### src/rtl/mod_reconstruct_pkg.sv
// Shared definitions for the modulus/divide family of blocks.
// Holds the reconstruction FSM state type and the default operand width.
package mod_pkg;

    localparam int MOD_K_DEFAULT = 4;

    typedef enum logic [1:0] {
        IDLE = 2'd0,
        MUL  = 2'd1,
        FIN  = 2'd2
    } mod_rec_state_t;

endpackage

### src/rtl/mod_reconstruct_if.sv
// Request/response bundle for the reconstruction unit.
// The master drives operands and start; the slave returns ready, done, dividend and err.
interface mod_reconstruct_if
    import mod_pkg::*;
#(
    parameter int K = MOD_K_DEFAULT
);
    logic           start;
    logic [K-1:0]   quotient;
    logic [K-1:0]   divisor;
    logic [K-1:0]   remainder;
    logic           ready;
    logic           done;
    logic [2*K-1:0] dividend;
    logic           err;

    modport master (
        output start, quotient, divisor, remainder,
        input  ready, done, dividend, err
    );

    modport slave (
        input  start, quotient, divisor, remainder,
        output ready, done, dividend, err
    );
endinterface

### src/rtl/mod_reconstruct.sv
// Rebuilds dividend = quotient*divisor + remainder with a sequential
// shift-and-add multiplier (one quotient bit per cycle, LSB first).
// A zero divisor is flagged as err and returns dividend = 0.
// Optional build macro MOD_RECONSTRUCT_CHECK_EN: additionally flags a
// non-canonical remainder (remainder >= divisor) as err.
module mod_reconstruct
    import mod_pkg::*;
#(
    parameter int K = MOD_K_DEFAULT
) (
    input  logic             clk,
    input  logic             rst_n,
    mod_reconstruct_if.slave bus
);

    localparam int CW = (K > 1) ? $clog2(K) : 1;
    localparam logic [CW-1:0] LAST_BIT = CW'(K - 1);

    mod_rec_state_t   state_q;
    logic [K-1:0]     q_q;
    logic [K-1:0]     b_q;
    logic [2*K-1:0]   acc_q;
    logic [CW-1:0]    cnt_q;
    logic             ready_q;
    logic             done_q;
    logic [2*K-1:0]   dividend_q;
    logic             err_q;

    logic [2*K-1:0]   addend_d;
    logic [2*K-1:0]   acc_d;
    logic             bad_d;

    // Shift-add step for the current quotient bit, plus operand validity check.
    always_comb begin
        addend_d = {{K{1'b0}}, b_q} << cnt_q;
        acc_d    = q_q[cnt_q] ? (acc_q + addend_d) : acc_q;
        bad_d    = (bus.divisor == '0);
`ifdef MOD_RECONSTRUCT_CHECK_EN
        bad_d    = bad_d | (bus.remainder >= bus.divisor);
`endif
    end

    // Control FSM with registered outputs; the whole datapath resets so an
    // aborted op leaves no trace.
    always_ff @(posedge clk or negedge rst_n) begin
        if (!rst_n) begin
            state_q    <= IDLE;
            q_q        <= '0;
            b_q        <= '0;
            acc_q      <= '0;
            cnt_q      <= '0;
            ready_q    <= 1'b1;
            done_q     <= 1'b0;
            dividend_q <= '0;
            err_q      <= 1'b0;
        end else begin
            case (state_q)
                IDLE: begin
                    done_q <= 1'b0;
                    if (bus.start) begin
                        q_q     <= bus.quotient;
                        b_q     <= bus.divisor;
                        cnt_q   <= '0;
                        ready_q <= 1'b0;
                        err_q   <= bad_d;
                        if (bad_d) begin
                            // Error path skips the multiply and reports at once.
                            acc_q      <= '0;
                            dividend_q <= '0;
                            done_q     <= 1'b1;
                            state_q    <= FIN;
                        end else begin
                            acc_q   <= {{K{1'b0}}, bus.remainder};
                            state_q <= MUL;
                        end
                    end
                end
                MUL: begin
                    acc_q <= acc_d;
                    cnt_q <= cnt_q + 1'b1;
                    if (cnt_q == LAST_BIT) begin
                        // Result is published as FIN is entered so done and
                        // dividend are valid together during FIN.
                        dividend_q <= acc_d;
                        done_q     <= 1'b1;
                        state_q    <= FIN;
                    end
                end
                FIN: begin
                    done_q  <= 1'b0;
                    ready_q <= 1'b1;
                    state_q <= IDLE;
                end
                default: begin
                    done_q  <= 1'b0;
                    ready_q <= 1'b1;
                    state_q <= IDLE;
                end
            endcase
        end
    end

    assign bus.ready    = ready_q;
    assign bus.done     = done_q;
    assign bus.dividend = dividend_q;
    assign bus.err      = err_q;

endmodule

### src/flat_wrapper.sv
// flat-port wrapper written by rule: the top's interface ports become plain ports
module mod_reconstruct_flat import mod_pkg::*;
#(
    parameter int K = MOD_K_DEFAULT
)
  (clk, rst_n, bus_start, bus_quotient, bus_divisor, bus_remainder, bus_ready, bus_done, bus_dividend, bus_err);
  mod_reconstruct_if #(.K(K)) bus_i ();
  input  logic clk;
  input  logic rst_n;
  input wire logic [$bits(bus_i.start)-1:0] bus_start;
  input wire logic [$bits(bus_i.quotient)-1:0] bus_quotient;
  input wire logic [$bits(bus_i.divisor)-1:0] bus_divisor;
  input wire logic [$bits(bus_i.remainder)-1:0] bus_remainder;
  output wire logic [$bits(bus_i.ready)-1:0] bus_ready;
  output wire logic [$bits(bus_i.done)-1:0] bus_done;
  output wire logic [$bits(bus_i.dividend)-1:0] bus_dividend;
  output wire logic [$bits(bus_i.err)-1:0] bus_err;
  assign bus_i.start = bus_start;
  assign bus_i.quotient = bus_quotient;
  assign bus_i.divisor = bus_divisor;
  assign bus_i.remainder = bus_remainder;
  assign bus_ready = bus_i.ready;
  assign bus_done = bus_i.done;
  assign bus_dividend = bus_i.dividend;
  assign bus_err = bus_i.err;
  mod_reconstruct #(.K(K)) u_core (.clk(clk), .rst_n(rst_n), .bus(bus_i));
endmodule
### config.mk
export PLATFORM = sky130hd
export DESIGN_NAME = mod_reconstruct_flat
export DESIGN_NICKNAME = d
export VERILOG_FILES = /design/src/rtl/mod_reconstruct_pkg.sv /design/src/rtl/mod_reconstruct_if.sv /design/src/rtl/mod_reconstruct.sv /design/src/flat_wrapper.sv
export SDC_FILE = /design/constraint.sdc
export NUM_CORES = 1
export LEC_CHECK = 0
export CAP_MARGIN = 15
export CORE_MARGIN = 5
export CORE_UTILIZATION = 40
export DETAILED_ROUTE_END_ITERATION = 8
export DONT_BUFFER_PORTS = 1
export PLACE_DENSITY = 0.58
export SLEW_MARGIN = 5
export SYNTH_ARGS = -nofsm -noshare
export SYNTH_HDL_FRONTEND = slang
export SYNTH_SLANG_ARGS = --single-unit
### constraint.sdc
create_clock -name clk -period 4.9 [get_ports clk]
set_input_delay 0.735 -clock clk [delete_from_list [all_inputs] [get_ports clk]]
set_output_delay 0.735 -clock clk [all_outputs]
set_load 0.1 [all_outputs]
==> metrics <==
Initial Utilization 42.2%; x dimension of the die 75.7 um; Post-synth EDFFs 0; placed wire-length estimate 2.81 mm; number of instances resized during post-cts repair 0; FFs w/ async S/R, synth 100%; number of synthesized register bits 31; gr usage total 14.9%; Clock Path Buffers 2; total nets after synthesis 212; cell area after synthesis 1730 um^2; residual DRC count 0; number of violations reported at the end of detailed-routing iteration 0 70; post-CTS setup buffers 0; post-synthesis cell type with the largest combined area sky130_fd_sc_hd__dfrtp_1; max_cap viols 0; clock edge transition at the registers on the reported setup and hold paths 0.07 ns; required time of the worst setup path 5.11 ns; endpoints failing hold 0; final period utilization 52.1%; slew at the pin closest to its max-slew limit 0.908 ns; synthesis-to-layout area growth 6.89%; CP max FO 10; count leader, synth sky130_fd_sc_hd__nand2_1; Final Net Count 212; H-tree depth 2; clock sink total 31; Netlist cell types 39; crit path capture type flop; classification of the worst-slack hold path in2async; mean post-synth cell area 9.18 um^2; Total Routed Length 3.83 mm; type of origin of the critical path flop; vias in the first global route 1359; Crit path largest cell delay 0.56 ns; Worst EP arrival 2.76 ns; YS warnings 0; cell types with the largest area share after synthesis sky130_fd_sc_hd__dfrtp_1 (44%), sky130_fd_sc_hd__nand2_1 (10%), sky130_fd_sc_hd__ha_1 (5.8%); total number of placement rows 23; Worst-Skew Late Latency 0.28 ns; top flip-flop cell by instance count after synthesis sky130_fd_sc_hd__dfrtp_1; instance count after placement with tap cells included 231; I/O Pins 26; most numerous cell on the critical path sky130_fd_sc_hd__a21oi_1; worst clock skew on the final layout 0.00597 ns; portion of synthesized cell area occupied by the leading cell type 43.5%; max-slew violations 0; Slowest-stage cell, CP sky130_fd_sc_hd__dfrtp_1; largest net degree at the start of global routing 32; Total Die Area 5730 um^2; Setup TNS Final 0 ns; Vias 1333; hold_ws 0.138 ns; hold buffers post-CTS 0; final-report setup violation count 0; crit path cell chain mux2i_1, a21oi_1, ha_1, a21oi_1, nand2_1, nor4b_1, o21ai_0, a21oi_1; Finished Layout Cells 239; Detail Route Antenna Nets 0; initial antenna violation count 0; TritonCTS Buffers 5; leading cell types by count after synthesis sky130_fd_sc_hd__nand2_1 (48), sky130_fd_sc_hd__dfrtp_1 (30), sky130_fd_sc_hd__nor2_1 (13), sky130_fd_sc_hd__o21ai_0 (13), sky130_fd_sc_hd__a21oi_1 (10); detail-routed net length per standard cell 16.0 um; outcome completed; CTS Root Buffer Type sky130_fd_sc_hd__clkbuf_8; sequential-to-total area share from yosys stat 45.0%; RSZ-0062 raised after global routing false; Crit Path Class reg2reg; final estimated routing congestion in global placement 0.816; f_max 392 MHz; core box area 4090 um^2; total grt overflow 0; number of antenna repair diodes 0; clock tree from TritonCTS built; Port Buffer Count 0; Min Clock Period, post-route 2.55 ns; vias per cell 5.58; number of cells produced by synthesis 188; layout cells sized above 1 6.35%; first-pass GRT wire length 6.29 mm; drt first pass iters 4; Chip Height 75.7 um; relative slew slack 39.5%
-- cells by family after synthesis --
| group | Yosys count | share of synthesized area, % |
|---|---|---|
| adders and majority gates | 9 | 6.96 |
| buffers and inverters | 12 | 2.97 |
| muxes | 11 | 7.18 |
| DFF | 31 | 45.0 |
| AOI/OAI and AO/OA | 42 | 15.1 |
| xor gates and xnor gates | 3 | 1.52 |
| and+or+nand+nor | 80 | 21.2 |
-- per-layer routing --
| layer | vias up | global-route usage, % | share of wire [%] |
|---|---|---|---|
| met5 | - | 0 | 0 |
| met4 | 0 | 7.38 | 1.5 |
| met3 | 5 | 5.54 | 7.2 |
| met2 | 42 | 23.0 | 46 |
| met1 | 632 | 18.2 | 45 |
| li1 | 654 | - | - |
-- layout by cell type, fill, tap and decap left out, types with 2 or more instances in the layout --
cell / count
sky130_fd_sc_hd__a21o_1: 3
sky130_fd_sc_hd__xnor2_1: 3
sky130_fd_sc_hd__inv_1: 2
sky130_fd_sc_hd__buf_4: 2
sky130_fd_sc_hd__nor2b_1: 4
sky130_fd_sc_hd__o31ai_1: 2
sky130_fd_sc_hd__clkbuf_8: 5
sky130_fd_sc_hd__a21oi_1: 10
sky130_fd_sc_hd__clkbuf_1: 2
sky130_fd_sc_hd__nand2b_1: 4
sky130_fd_sc_hd__mux2i_1: 9
sky130_fd_sc_hd__nor2_1: 13
sky130_fd_sc_hd__a31oi_1: 2
sky130_fd_sc_hd__nand3_1: 3
sky130_fd_sc_hd__a221oi_1: 2
sky130_fd_sc_hd__nand2_1: 48
sky130_fd_sc_hd__ha_1: 8
sky130_fd_sc_hd__o21ai_0: 13
sky130_fd_sc_hd__a211o_1: 2
sky130_fd_sc_hd__o211ai_1: 2
sky130_fd_sc_hd__dfrtp_1: 30
sky130_fd_sc_hd__o22ai_1: 2
-- sequential cells by signal, summed over array words and instances (netlist names), 2 cells and up --
| name | count |
|---|---|
| u_core.state_q | 2 |
| u_core.cnt_q | 2 |
| u_core.b_q | 4 |
| u_core.acc_q | 8 |
| u_core.q_q | 4 |
| u_core.bus.dividend | 8 |
-- cell type report --
type	instances	area, um^2
fillers	413	2240
multi-input cells	145	897
flip-flops and latches	31	777
clock buffers	7	76.3
well taps	50	62.6
repair buffers	2	15.0
inverters	3	11.3
clock inverters	1	5.00
-- worst paths after layout --
path                                    endpoint  cells after the start            start  slack, ns
worst max-delay path             u_core.acc_q[7]                      8  u_core.cnt_q[0]       2.35
worst min-delay path             u_core.acc_q[7]                      0            rst_n       0.14
worst max register to register   u_core.acc_q[7]                      8  u_core.cnt_q[0]       2.35
worst min register to register     u_core.q_q[2]                      2    u_core.q_q[2]       0.48
max in group asynchronous       u_core.bus.ready                      0            rst_n       4.59
min in group clk                   u_core.q_q[2]                      2    u_core.q_q[2]       0.48
-- critical path, delay by kind of cell (launching register included) --
| family | cells | cell delay (ns) |
|---|---|---|
| mux | 1 | 0.28 |
| fa+ha+maj | 1 | 0.36 |
| simple gates | 2 | 0.62 |
| compound gates | 4 | 0.67 |
| flops | 1 | 0.56 |
-- through the flow --
step	setup slack, ns	area [um^2]	util (%)
after floorplan	2.69	1730	-
after global placement	2.45	1760	43.1
after detailed placement	2.39	1760	43.1
after CTS	2.38	1840	45.1
after global routing	2.12	1840	45.1
final	2.35	1840	45.1
Power is left out: the tool's default activity adds up to more than one toggle a clock period on the data nets, which glitch-free logic cannot reach.
